===== src/rtl/cbus_arbiter_pkg.sv =====
// rtl/cbus_arbiter_pkg.sv - cbus request/response types shared by cbus masters and the mmu
package cbus_arbiter_pkg;

  localparam int NUM_CBUS_REQ = 2;

  typedef struct packed {
    logic        valid;
    logic        is_write;
    logic [31:0] addr;
    logic [63:0] data;
    logic [7:0]  strobe;
    logic [2:0]  size;
    logic [7:0]  len;
  } cbus_req_t;

  typedef struct packed {
    logic        ready;
    logic        last;
    logic [63:0] data;
  } cbus_resp_t;

endpackage


===== src/rtl/cbus_arbiter_rr_pick.sv =====
// rtl/cbus_arbiter_rr_pick.sv - combinational round-robin picker, scans upward from last_idx+1
module cbus_arbiter_rr_pick #(
  parameter int NUM_REQ = 2,
  parameter int IDX_W   = $clog2(NUM_REQ)
) (
  input  logic [NUM_REQ-1:0] valid,
  input  logic [IDX_W-1:0]   last_idx,
  output logic [IDX_W-1:0]   winner,
  output logic               any_valid
);

  int               idx;
  logic [IDX_W-1:0] idx_w;

  always_comb begin
    winner    = '0;
    any_valid = 1'b0;
    idx       = 0;
    idx_w     = '0;
    for (int k = 1; k <= NUM_REQ; k++) begin
      idx   = (int'(last_idx) + k) % NUM_REQ;
      idx_w = IDX_W'(idx);
      if (!any_valid && valid[idx_w]) begin
        winner    = idx_w;
        any_valid = 1'b1;
      end
    end
  end

endmodule


===== src/rtl/cbus_arbiter.sv =====
// rtl/cbus_arbiter.sv - grants the single mmu cbus port to one requester per whole transaction
module cbus_arbiter
  import cbus_arbiter_pkg::*;
#(
  parameter int NUM_REQ = NUM_CBUS_REQ,
  parameter int IDX_W   = $clog2(NUM_REQ)
) (
  input  logic                       clk,
  input  logic                       reset,
  input  cbus_req_t  [NUM_REQ-1:0]   ireq,
  output cbus_resp_t [NUM_REQ-1:0]   iresp,
  output cbus_req_t                  oreq,
  input  cbus_resp_t                 oresp,
  output logic                       grant_valid,
  output logic [IDX_W-1:0]           grant_idx
);

  typedef logic [1:0] arb_state_t;
  localparam arb_state_t IDLE  = 2'd0;
  localparam arb_state_t BUSY  = 2'd1;
  localparam arb_state_t DRAIN = 2'd2;

  arb_state_t         state;
  logic [IDX_W-1:0]   owner;
  logic [IDX_W-1:0]   last_idx;
  logic [NUM_REQ-1:0] req_valid;
  logic [IDX_W-1:0]   winner;
  logic               any_valid;

  always_comb begin
    req_valid = '0;
    for (int i = 0; i < NUM_REQ; i++) req_valid[i] = ireq[i].valid;
  end

  cbus_arbiter_rr_pick #(
    .NUM_REQ (NUM_REQ),
    .IDX_W   (IDX_W)
  ) u_rr_pick (
    .valid     (req_valid),
    .last_idx  (last_idx),
    .winner    (winner),
    .any_valid (any_valid)
  );

  always_ff @(posedge clk or negedge reset) begin
    if (!reset) begin
      state    <= IDLE;
      owner    <= '0;
      last_idx <= IDX_W'(NUM_REQ - 1);
    end else begin
      case (state)
        IDLE: if (any_valid) begin
          owner    <= winner;
          last_idx <= winner;
          state    <= BUSY;
        end
        BUSY: if (oresp.ready && oresp.last) state <= DRAIN;
        default: state <= IDLE;
      endcase
    end
  end

  // Pure pass-through while owned, so owner-side mid-transaction updates (including dropping valid) reach the mmu.
  always_comb begin
    oreq  = '0;
    iresp = '0;
    if (state == BUSY) begin
      oreq         = ireq[owner];
      iresp[owner] = oresp;
    end
  end

  assign grant_valid = (state == BUSY);
  assign grant_idx   = owner;

endmodule


===== config.mk =====
export PLATFORM = sky130hd
export DESIGN_NAME = cbus_arbiter
export DESIGN_NICKNAME = d
export VERILOG_FILES = /design/src/rtl/cbus_arbiter_pkg.sv /design/src/rtl/cbus_arbiter_rr_pick.sv /design/src/rtl/cbus_arbiter.sv
export SDC_FILE = /design/constraint.sdc
export NUM_CORES = 1
export LEC_CHECK = 0
export CAP_MARGIN = 10
export CORE_AREA = 5 5 211 213
export CTS_CLUSTER_SIZE = 28
export DETAILED_ROUTE_END_ITERATION = 10
export DIE_AREA = 0 0 216 218
export PLACE_DENSITY = 0.43
export SETUP_SLACK_MARGIN = 0.5
export SKIP_CTS_REPAIR_TIMING = 1
export SLEW_MARGIN = 20
export SYNTH_ARGS = -nofsm -noshare
export SYNTH_HDL_FRONTEND = slang
export SYNTH_SLANG_ARGS = --single-unit

===== constraint.sdc =====
create_clock -name clk -period 1.6 [get_ports clk]
set_input_delay 0.32 -clock clk [delete_from_list [all_inputs] [get_ports clk]]
set_output_delay 0.32 -clock clk [all_outputs]
set_load 0.01 [all_outputs]

======== Word-level counts from Yosys, hierarchy flattened ========
Index checks and enable logic that the tools add are counted.
word-level totals
  flip-flop bits (word level) ............. 4
  bits in latches ......................... 0
  bits in writable memories ............... 0
  memory bits (read-only) ................. 0
  input port bits ......................... 302
  word-level logic and storage cells ...... 37
  memories kept ........................... 0
operators by class
  add/subtract/negate cells ............... 2
  multiply operators ...................... 0
  div/mod/pow operators ................... 0
  order comparisons ....................... 4
  equality and inequality tests ........... 3
  shift operators ......................... 0
  mux-type cells .......................... 17
  bitwise operators ....................... 1
  reductions and logical operators ........ 7
operators by type and width
  cell                                                                    count
  117-bit two-way mux                                                     3
  132-bit AND                                                             1
  132-bit two-way mux                                                     1
  66-bit demux with 1-bit select                                          1
  66-bit two-way mux                                                      1
  1-bit two-way mux                                                       8
  1-bit by 2-bit < comparator with 1-bit output (second input constant)   3
  2-bit two-way mux                                                       2
  2-bit one-hot mux with 2 select lines                                   1
  2-bit AND reduction                                                     2
  1-bit logical AND                                                       3
  1-bit adder (second input constant)                                     2
  2-bit by 1-bit equality test with 1-bit output (second input constant)  1
  2-bit zero test                                                         1
  2-bit by 1-bit != test with 1-bit output (second input constant)        1
  2-bit != test (second input constant)                                   1
  1-bit greater-or-equal comparator (second input constant)               1
  1-bit zero test                                                         1

======== Longest topological paths before layout ========
Gate-level depths: netlist of the first run.
  word-level depth ........................ 9
  gate-level depth with buffers ........... 6

======== Modules after synthesis ========
Synthesis of the first run repeated with hierarchy kept, for this count alone.
second synthesis, totals
  cell total of the unflattened synthesis .. 429
  area total of the unflattened synthesis .. 2877.8 um^2
modules (own cells, without submodules)
  module                instances  cells an instance  area each (um^2)  sequential area each (um^2)
  cbus_arbiter          1          427                2864.0            101.3
  cbus_arbiter_rr_pick  1          2                  13.8              0.0

======== Worst setup path before layout of the first run ========
OpenSTA, ideal clock, no wires.
  kind .................................... register to output
  from .................................... reg owner (netlist: grant_idx)
  to ...................................... out iresp[26] in the netlist's numbering
  arrival time ............................ 1260 ps
  path slack .............................. 20 ps
  stages on the path, launching flop included .. 6
  path buffers ............................ 3
  cells stage by stage .................... dfrtp_1 > buf_2 > nor3b_2 > buf_2 > clkbuf_2 > and2_1
RTL lines
  item                    line                source
  start, declared         cbus_arbiter.sv:24  logic [IDX_W-1:0] owner;
  start signal, assigned  cbus_arbiter.sv:53  owner <= winner;
  end, declared           cbus_arbiter.sv:11  output cbus_resp_t [NUM_REQ-1:0] iresp,

==> flow_summary.json, run 1 <==
{
  "cp-end-kind": "output port",
  "ys_top_cells_by_count": "nor2_1, mux2i_1, and3_1, and2_1, clkbuf_1",
  "status": "finished with violations",
  "fin_crit_sh_pct": 141,
  "cp.arrival_ns": 1.93,
  "peakVddDrop_mv": 0.335,
  "cp_max_fo": 5,
  "fin_crit_ns": 2.25,
  "syn_area_sq_um": 2880,
  "clk_latency_ns": 0.23,
  "cts-root-buf": "clkbuf_16",
  "synth_flop_cell": "dfrtp_1",
  "synthTopCellsByArea": "mux2i_1, nor2_1, and3_1",
  "core_area_sq_um": 42500,
  "crit_required_ns": 1.28,
  "avgViaCountPerCell": 3.55,
  "instances_no_fill": 1620,
  "ff_latch_area_sq_um": 108,
  "fmax_mhz": 444,
  "stdcell_area_sq_um": 11900,
  "drtAntennaViolNets": 0,
  "worstMarginPinSlew_ns": 0.293,
  "ff2ff_setup_slack_ns": 0.18,
  "synth.largest_area_cell": "mux2i_1",
  "hold_viol_final": 0,
  "rsz0062_at_grt": "yes",
  "drt-pass1-iter-count": 4,
  "multi_input_area_sq_um": 3640,
  "drc": 0,
  "leakage_nw": 6.10,
  "rows": 76,
  "cts_buffers": 3,
  "ys_warn_count": 0,
  "cts_buffer_depth": 2,
  "drv_slew": 0,
  "slew_headroom_pct": 80.1,
  "syn_avg_cell_area_sq_um": 6.70,
  "final_nets": 1377,
  "routedWlPerCell_um": 18.8,
  "ys_seq_elements": 4,
  "synth_edf_count": 0,
  "path_class": "flop to output port",
  "numPortBuffers": 552,
  "yosys.area.top_type_share_pct": 40.6,
  "overflow": 0,
  "placed_area_sq_um": 10300,
  "start_util_pct": 6.78,
  "skew_ns": 0.00187,
  "drtIter0Drc": 137,
  "dieArea_sq_um": 47100,
  "areaGrowthSynthToFinish_pct": 311,
  "failed_checks": "setup timing",
  "gp_congestion": 0.812,
  "powerDensity_nw_per_um2": 992,
  "synthCells": 430,
  "grt_pass1_vias": 5678,
  "cts_tree": "yes",
  "die_w_um": 216,
  "dp_slack_ns": -0.566,
  "die_y_um": 218,
  "async_reset_ff_share_pct": 100,
  "vias": 5750,
  "grt_pass1_wl_um": 36400,
  "grt_max_degree": 67,
  "clkTransAtPathRegs_ns": 0.03,
  "setup_viol": 251,
  "yosysSeqAreaShare_pct": 3.52,
  "ys_types": 21,
  "power_mw": 11.8,
  "synth_nets": 732,
  "startpoint_type": "flop",
  "clock-sinks": 4,
  "setup_slack_ns": -0.650,
  "post-place-cells": 1531,
  "ios": 553,
  "hold_class": "input pin to async pin",
  "fillers": 4522,
  "diodes": 0,
  "cts_max_level": 1,
  "wl_um": 30400,
  "track_usage_pct": 10.1,
  "antenna_found_initial": 0,
  "yosysMostFrequentCell": "nor2_1",
  "max_cap_viol_count": 0,
  "drive_gt1_share_pct": 45.4,
  "dp_hpwl_um": 22900
}
[per-stage QoR]
| step | TNS [ns] | util (%) | hold slack (ns) |
|---|---|---|---|
| finish | -93.34 | 27.9 | 0.296 |
| global route | -106.78 | 27.9 | 0.316 |
| CTS | -171.27 | 24.3 | 0.304 |
| detailed placement | -107.14 | 24.1 | 0.514 |
| global placement | -108.80 | 24.1 | 0.512 |
| floorplan | 0 | - | 0.0244 |
[cells in the final DEF, fill, tap and decap left out, types with 31 or more instances in the layout]
master,instances
and2_4,65
and3_4,39
buf_4,73
buf_6,103
clkdlybuf4s50_1,321
dlymetal6s2s_1,87
mux2i_1,68
mux2i_4,31
nor2_1,75
nor2_4,34
[critical path, cell delays in order, from the launching register on]
cell and delay [ns]:
dfrtp_2 0.40, nand2b_4 0.20, buf_12 0.18, clkinv_8 0.07
clkbuf_16 0.13, and3_4 0.17, clkdlybuf4s50_1 0.55
[state kept, by name (all words and copies together), names as in the netlist]
register   flops
grant_idx      1
last_idx       1
state          2
[where the power goes]
part           total (mW)  internal [mW]  switching (mW)
Clock               0.414          0.330          0.0840
Combinational        11.1           6.57            4.55
Sequential          0.224          0.148          0.0764
[path summary, 6_finish.rpt]
check                                     start                    end  depth (start not counted)
min in group clk           state[1]$_DFFE_PN0P_   state[0]$_DFFE_PN0P_                          1
max in group asynchronous                 reset   last_idx$_DFFE_PN1P_                          1
min reg2reg                state[1]$_DFFE_PN0P_   state[0]$_DFFE_PN0P_                          1
max                        state[1]$_DFFE_PN0P_              iresp[73]                          6
max reg2reg                state[0]$_DFFE_PN0P_  grant_idx$_DFFE_PN0P_                          4
min                                       reset   state[1]$_DFFE_PN0P_                          1
[layout make-up]
class	instances	share of cell area, %
timing repair buffer	686	61.5
timing repair inverter	2	0.274
clock buffer	4	0.665
sequential	4	0.908
tap	546	5.76
multi-input combinational	377	30.7
inverter	1	0.169
[routing by layer]
| layer | track usage (%) | part of all wire, % | vias up |
|---|---|---|---|
| met1 | 10.6 | 37 | 2628 |
| met5 | 0 | 0 | - |
| met4 | 1.46 | 1.5 | 0 |
| li1 | - | - | 2757 |
| met2 | 19.5 | 53 | 338 |
| met3 | 3.60 | 8.3 | 27 |
[kinds of logic (layout without fill, tap and decap cells)]
group,Yosys count,in the layout,share of synthesized area (%)
and+or+nand+nor,257,257,45.8
DFF,4,4,3.52
AOI/OAI and AO/OA,3,3,0.912
buffers and inverters,49,693,9.16
muxes,117,117,40.6
(Power assumes the default switching activity.)
==> run 2, diff against run 1 <==
--- a/config.mk
+++ b/config.mk
@@ -5,12 +5,12 @@
 export SDC_FILE = /design/constraint.sdc
 export NUM_CORES = 1
 export LEC_CHECK = 0
-export CAP_MARGIN = 10
-export CORE_AREA = 5 5 211 213
+export CORE_AREA = 5 5 212 214
 export CTS_CLUSTER_SIZE = 28
 export DETAILED_ROUTE_END_ITERATION = 10
-export DIE_AREA = 0 0 216 218
-export PLACE_DENSITY = 0.43
+export DIE_AREA = 0 0 217 219
+export DONT_BUFFER_PORTS = 1
+export PLACE_DENSITY = 0.3
 export SETUP_SLACK_MARGIN = 0.5
 export SKIP_CTS_REPAIR_TIMING = 1
 export SLEW_MARGIN = 20
==> constraint.sdc (replaced) <==
create_clock -name clk -period 2.8 [get_ports clk]
set_input_delay 0.56 -clock clk [delete_from_list [all_inputs] [get_ports clk]]
set_output_delay 0.56 -clock clk [all_outputs]
set_load 0.01 [all_outputs]
==> run 2 against run 1 <==
Net effect: the flow now finishes without violations; critical path depth is 2 lower; combinational power is 80% lower; register-to-register slack better by 1.3 ns; global-route usage is 4.7 points lower.
==> flow_summary.json, run 2 (synthesized netlist as in run 1, its figures left out) <==
{
  "grt_pass1_vias": 2985,
  "fin_crit_sh_pct": 81.8,
  "crit_required_ns": 2.24,
  "drt-pass1-iter-count": 4,
  "drtAntennaViolNets": 0,
  "internal_power_mw": 1.07,
  "dieArea_sq_um": 47500,
  "numPortBuffers": 0,
  "switchingPower_mw": 1.50,
  "crit_end": "oreq[23]",
  "cts_tree": "yes",
  "cp_max_fo": 42,
  "cts-root-buf": "clkbuf_16",
  "cts_max_level": 1,
  "setup_slack_ns": 0.511,
  "power_frac_comb_pct": 86.7,
  "placed_area_sq_um": 3410,
  "hold_class": "input pin to async pin",
  "routedWlPerCell_um": 17.4,
  "cp.arrival_ns": 1.73,
  "fin_crit_ns": 2.29,
  "rows": 76,
  "crit_cells": 4,
  "final_nets": 697,
  "grt_max_degree": 118,
  "clk_latency_ns": 0.23,
  "r2r_end": "state[1]$_DFFE_PN0P_",
  "dp_slack_ns": 0.640,
  "die_w_um": 217,
  "post-place-cells": 935,
  "status": "complete, no violations",
  "critPathMostFrequentCell": "buf_16",
  "holdWs_ns": 0.0301,
  "hold_viol_final": 0,
  "path_class": "flop to output port",
  "track_usage_pct": 5.40,
  "fillers": 4980,
  "die_y_um": 219,
  "clock-sinks": 4,
  "start_util_pct": 6.75,
  "setup_tns_ns": 0,
  "max_cap_viol_count": 0,
  "worstMarginPinSlew_ns": 0.622,
  "startpoint_type": "flop",
  "seqPwrFrac_pct": 4.3,
  "top_register": "state",
  "critPathBufInv": 2,
  "fmax_mhz": 437,
  "vias": 3161,
  "setup.worst_path.start": "grant_idx$_DFFE_PN0P_",
  "cts_buffer_depth": 2,
  "rr_worst_depth": 4,
  "instances_no_fill": 941,
  "drv_slew": 0,
  "stdcell_area_sq_um": 3560,
  "utilization_pct": 8.33,
  "powerDensity_nw_per_um2": 722,
  "setup_viol": 0,
  "crit_chain": "buf_16 > buf_16 > mux2i_2 > nor2_1",
  "wl_um": 16300,
  "clock_power_share_pct": 9.0,
  "power_mw": 2.57,
  "cp-end-kind": "output port",
  "avgViaCountPerCell": 3.36,
  "ios": 553,
  "crit_slowest_cell": "dfrtp_4",
  "largest_reg_flops": 2,
  "areaGrowthSynthToFinish_pct": 23.4,
  "timing.rr.start": "state[1]$_DFFE_PN0P_",
  "overflow": 0,
  "drive_gt1_share_pct": 4.82,
  "swShare_pct": 58.3,
  "slew_headroom_pct": 58.5,
  "cts_buffers": 3,
  "antenna_found_initial": 7,
  "cpPeakStageDelay_ns": 0.45,
  "gp_congestion": 0.826,
  "final_common_cell": "nor2_1",
  "drc": 0,
  "clkTransAtPathRegs_ns": 0.03,
  "cpLargestDelayFamily": "buffers and inverters",
  "rsz0062_at_grt": "no",
  "skew_ns": 0.00278,
  "leakage_nw": 1.64,
  "peakVddDrop_mv": 0.242,
  "core_area_sq_um": 42700,
  "dp_hpwl_um": 14300,
  "layout_common_cells": "nor2_1, mux2i_1, and3_1",
  "ff2ff_setup_slack_ns": 1.51,
  "grt_pass1_wl_um": 19800,
  "drtIter0Drc": 211
}
==> run 2: cell count changes in the layout (fill, tap and decap cells not counted), sizes merged <==
cell,previous run,this run
buf,235,7
clkbuf,47,5
clkdlybuf4s50,321,0
clkinv,2,0
diode,0,1
dlymetal6s2s,87,0
==> run 2: worst min-delay path by stage <==
stage,cells after the start,startpoint,slack [ns],end
final,0,reset,0.03,state[0]$_DFFE_PN0P_
after global routing,0,reset,0.02,state[0]$_DFFE_PN0P_
after CTS,0,reset,0.03,state[0]$_DFFE_PN0P_
after detailed placement,0,reset,0.27,grant_idx$_DFFE_PN0P_
after global placement,0,reset,0.27,grant_idx$_DFFE_PN0P_
after floorplan,0,reset,0.26,grant_idx$_DFFE_PN0P_
==> run 2: metal layers <==
layer  vias to the layer above  part of all wire, %  GRT usage [%]
met5                         -                 0.34              0
met4                         8                0.080          0.211
met3                         8                   10           2.15
met2                       274                   49           9.17
met1                      1494                   40           6.85
li1                       1377                    -              -
==> run 2: worst reg2reg max path, cell delays in order (launching register included) <==
cell and delay (ns):
dfrtp_1 0.45, nand2b_4 0.19, inv_2 0.06, buf_6 0.31, and3_1 0.22
==> run 2: power by group through the flow <==
stage	clock network (mW)	logic [mW]	registers (mW)
final	0.232	2.23	0.110
after global routing	0.246	2.40	0.113
after CTS	0.237	2.17	0.107
after detailed placement	0	2.16	0.107
after global placement	0	2.16	0.108
after floorplan	0	1.92	0.0939
==> run 2: layout make-up <==
class                           instances  area, sq um  area share [%]
Tap cell                              546          683            19.2
Timing Repair Buffer                    8          145            4.08
Clock buffer                            4         78.8            2.22
Antenna cell                            1         2.50          0.0703
Multi-Input combinational cell        377         2540            71.4
Inverter                                1         3.75           0.106
Sequential cell                         4          105            2.95
==> run 3, diff against run 2 <==
==> constraint.sdc (replaced) <==
create_clock -name clk -period 2.05 [get_ports clk]
set_input_delay 0.41 -clock clk [delete_from_list [all_inputs] [get_ports clk]]
set_output_delay 0.41 -clock clk [all_outputs]
set_load 0.01 [all_outputs]
==> run 3 against run 2 <==
Net effect: core utilization increased by 4.8 points; worst setup slack got worse by 0.50 ns; combinational power increased by 140%; flip-flop and latch count unchanged; die area unchanged; non-clock buffer count increased by 67; sequential share of layout area decreased by 1.1 points; power increased by 130%; cell count increased by 7.4%; critical path type unchanged; largest cell class unchanged; highest routed layer is now met4.
==> flow_summary.json, run 3 (synthesized netlist as in run 1, its figures left out) <==
{
  "setup_tns_ns": 0,
  "grt_pass1_vias": 3209,
  "drc": 0,
  "start_util_pct": 6.75,
  "drv_slew": 0,
  "drive_gt1_share_pct": 68.0,
  "drtIter0Drc": 135,
  "die_y_um": 219,
  "power_frac_comb_pct": 92.1,
  "top_register": "state",
  "routedWlPerCell_um": 20.7,
  "slew_headroom_pct": 80.0,
  "cp_max_fo": 13,
  "diodes": 0,
  "max_cap_viol_count": 0,
  "gp_congestion": 0.727,
  "ios": 553,
  "cp.arrival_ns": 1.63,
  "crit_required_ns": 1.64,
  "core_area_sq_um": 42700,
  "powerDensity_nw_per_um2": 1060,
  "rr_worst_depth": 4,
  "worstMarginPinSlew_ns": 0.300,
  "clk_latency_ns": 0.23,
  "fin_crit_ns": 2.04,
  "fillers": 4811,
  "path_class": "flop to output port",
  "overflow": 0,
  "rows": 76,
  "clkTransAtPathRegs_ns": 0.03,
  "cts_buffers": 3,
  "fin_crit_sh_pct": 99.6,
  "layout_common_cells": "mux2i_1, and2_4, and3_4",
  "die_w_um": 217,
  "final_nets": 768,
  "dp_hpwl_um": 14900,
  "seqPwrFrac_pct": 2.7,
  "cts-root-buf": "clkbuf_16",
  "hold_viol_final": 0,
  "cts_max_level": 1,
  "skew_ns": 0.00504,
  "startpoint_type": "flop",
  "peakVddDrop_mv": 0.379,
  "setup.worst_path.start": "grant_idx$_DFFE_PN0P_",
  "largest_reg_flops": 2,
  "status": "complete, no violations",
  "ff2ff_setup_slack_ns": 0.60,
  "switchingPower_mw": 2.86,
  "areaGrowthSynthToFinish_pct": 94.5,
  "post-place-cells": 966,
  "grt_pass1_wl_um": 20900,
  "numPortBuffers": 0,
  "vias": 3479,
  "hold_class": "input pin to async pin",
  "rsz0062_at_grt": "yes",
  "instances_no_fill": 1011,
  "drtAntennaViolNets": 0,
  "timing.rr.start": "grant_idx$_DFFE_PN0P_",
  "clock_power_share_pct": 5.3,
  "track_usage_pct": 5.77,
  "swShare_pct": 48.3,
  "avgViaCountPerCell": 3.44,
  "r2r_end": "grant_idx$_DFFE_PN0P_",
  "leakage_nw": 2.19,
  "grt_max_degree": 67,
  "power_mw": 5.93,
  "cts_tree": "yes",
  "fmax_mhz": 490,
  "final_common_cell": "mux2i_1",
  "setup_viol": 0,
  "dieArea_sq_um": 47500,
  "cp-end-kind": "output port",
  "antenna_found_initial": 0,
  "internal_power_mw": 3.06,
  "cts_buffer_depth": 2,
  "wl_um": 21000,
  "crit_end": "iresp[6]",
  "drt-pass1-iter-count": 4,
  "clock-sinks": 4
}
[run 3: cell types whose count changed in the layout (fill, tap and decap cells not counted), moves of 40 or more]
cell and change:
nor2_1 -65, mux2i_1 -40, and3_4 +54, nor2_2 +47, and3_1 -55, and2_4 +66
and2_1 -66
[run 3: through the flow]
step                      worst slack [ns]  utilization, %  hold slack, ns  instance area [sq um]
after floorplan                      0.442               -           0.114                   3510
after CTS                          -0.0165            9.96          -0.122                   4250
after global placement               0.249            9.78           0.116                   4180
after global routing               -0.0331            13.1          0.0259                   5610
after detailed placement             0.229            9.78           0.116                   4180
final                              0.00755            13.1          0.0348                   5610
[run 3: power groups by stage]
stage	logic (mW)	registers (mW)	clock network, mW
after floorplan	3.31	0.130	0
after global placement	3.78	0.145	0
after detailed placement	3.77	0.146	0
after CTS	3.78	0.146	0.317
after global routing	5.77	0.161	0.328
final	5.46	0.158	0.312
[run 3: area by class of cell]
class,instances,area [sq um],share of cell area [%]
repair buffers,75,1120,20.0
flip-flops and latches,4,106,1.90
well taps,546,683,12.2
multi-input cells,377,3540,63.1
inverters,1,30.0,0.536
clock buffers,4,78.8,1.41
repair inverters,4,50.0,0.893
[run 3: worst min-delay path by stage]
stage | endpoint | start | cells past startpoint
2_1_floorplan | grant_idx$_DFFE_PN0P_ | reset | 0
5_1_grt | last_idx$_DFFE_PN1P_ | reset | 0
3_3_place_gp | state[1]$_DFFE_PN0P_ | reset | 0
3_5_place_dp | state[1]$_DFFE_PN0P_ | reset | 0
6_report | last_idx$_DFFE_PN1P_ | reset | 0
4_1_cts | grant_idx$_DFFE_PN0P_ | reset | 0
[run 3: critical path, cell delays in order, from the launching register on]
cell       delay, ns
dfrtp_4         0.53
buf_12          0.15
nor3b_4         0.20
buf_6           0.17
clkbuf_16       0.18
and2_4          0.16
[run 3: per-layer routing]
| layer | GRT usage [%] | vias up | wire (um) |
|---|---|---|---|
| li1 | - | 1526 | - |
| met1 | 6.84 | 1679 | 8390 |
| met2 | 10.5 | 268 | 10800 |
| met3 | 2.11 | 6 | 1760 |
| met4 | 0.358 | 0 | 43 |
| met5 | 0 | - | 0 |
==> RTL change (flow settings as in run 1) <==
Reset style: synchronous (`reset`), changed in one clocked block.
--- a/src/rtl/cbus_arbiter.sv
+++ b/src/rtl/cbus_arbiter.sv
@@ -42,7 +42,7 @@
     .any_valid (any_valid)
   );
 
-  always_ff @(posedge clk or negedge reset) begin
+  always_ff @(posedge clk) begin
     if (!reset) begin
       state    <= IDLE;
       owner    <= '0;
Check against the original RTL: differs if reset is asserted again (counterexample within 4 cycles, from zero or initial values and one cycle with reset low); with reset held inactive, the same outputs for 4 cycles.
==> RTL change against run 1 <==
The run still ends with setup timing left. Critical path depth is the same. Synthesized area increased by 2.1%. Design area is 4.4% lower. Clock skew about the same. Cell count up 0.43%. Worst setup slack better by 0.15 ns. Synthesized cell count increased by 0.93%. Register-to-register slack better by 0.24 ns. Sequential cell count unchanged. Wire length is 0.98% lower. Global-route usage down 0.48 points. Highest routed layer is now met5.
Power is not compared: it rests on default switching activity, and its combinational part moved more than twofold at a synthesized area within 25%.
==> RTL change: results (changes against run 1) <==
| Metric | Value |
|---|---|
| Top sig layer | met5 |
| Failing checks | setup timing |
| Primary FF master, synth | dfxtp_1 |
| Worst clock skew | 0.00157 ns (-0.000296 ns) |
| NumNets Final | 1383 (+0.44%) |
| CP arrival | 1.78 ns (-0.15 ns) |
| Largest net degree at the start of global routing | 50 (-25%) |
| Setup TNS Final | -53.33 ns (+40.01 ns) |
| R2r setup slk | 0.42 ns (+0.24 ns) |
| Worst setup path endpoint | oreq[49] |
| Total routed wirelength | 30.1 mm (-0.98%) |
| Post-synthesis mux area share | 0.398 (-0.00846) |
| Setup ws final | -0.503 ns (+0.147 ns) |
| Gr usage total | 0.0957 (-0.00485) |
| Initial antenna violation count | 4 (+4) |
| Mean number of vias per cell | 3.55 (about the same) |
| FF-to-FF End | state[1] |
| Measured slew at the worst slew-check pin | 0.324 ns (+0.0307 ns) |
| Routed length on met1 | 10.6 mm (-6.9%) |
| Layout cells sized above 1 | 0.461 (+0.00624) |
| Worst r2r src | state[1] |
| Synth cell count leaders | nor2_1 (118), mux2i_1 (117), and2_1 (66), and3_1 (66), buf_2 (14) |
| Hold Crit Class | input port to flip-flop |
| First-pass GRT wire length | 35.3 mm (-3.2%) |
| Worst slack, placed | -0.527 ns (+0.0387 ns) |
| CP startpoint | grant_idx |
| Post-synth ARST share | 0 (-1.00) |
| Design Power | 4.26 mW |
| DR iter-0 viols | 153 (+12%) |
| GPL Wtd Cong | 0.821 (+1.2%) |
| Synth Area per Inst | 6.78 um^2 (+1.2%) |
| Fillers | 4545 (+0.51%) |
| Final setup viols | 250 (-0.40%) |
| Placed cell areas | 9690 um^2 (-5.5%) |
| Post-synth cell types | 21 (unchanged) |
| Vias in the first global route | 5740 (+1.1%) |
| Syn nets | 736 (+0.55%) |
| Sequential share of power | 0.028 |
| R2r worst-path depth | 5 (+1) |
| Met3 wire len | 2.88 mm (+14%) |
| Maximum fanout along the worst path | 10 (+5) |
| WHS | 0.415 ns (+0.120 ns) |
| Final HPWL DP | 22.0 mm (-4.0%) |
| Status | complete, but fails checks |
| Area contributors post-synth | mux2i_1 (40%), nor2_1 (15%), and2_1 (14%), and3_1 (14%), buf_6 (4.2%) |
| Compound-cell area share of the yosys netlist | 0.00552 (-0.00359) |
==> RTL change: changes by cell type after synthesis, moves of 2 or more <==
cell / run 1 / this run
buf_6: 3 / 11
nand3_1: 0 / 2
nor4bb_1: 0 / 2
dfxtp_1: 0 / 4
clkbuf_1: 19 / 12
dfrtp_1: 3 / 0
clkbuf_2: 4 / 0
buf_2: 12 / 14
==> RTL change: metal layers <==
layer / up-vias / GRT usage
met2: 367 / 0.183
met5: - / 0
li1: 2766 / -
met4: 2 / 0.0184
met1: 2604 / 0.0997
met3: 37 / 0.0372
==> RTL change: layout make-up <==
type                    count  area (um^2)  area share
clock buffers               3         75.1     0.00663
diodes                      2         5.00    0.000442
multi-input cells         380         3410       0.301
repair buffers            690         7040       0.622
flip-flops and latches      4         91.3     0.00807
inverters                   2         20.0     0.00177
well taps                 546          683      0.0603
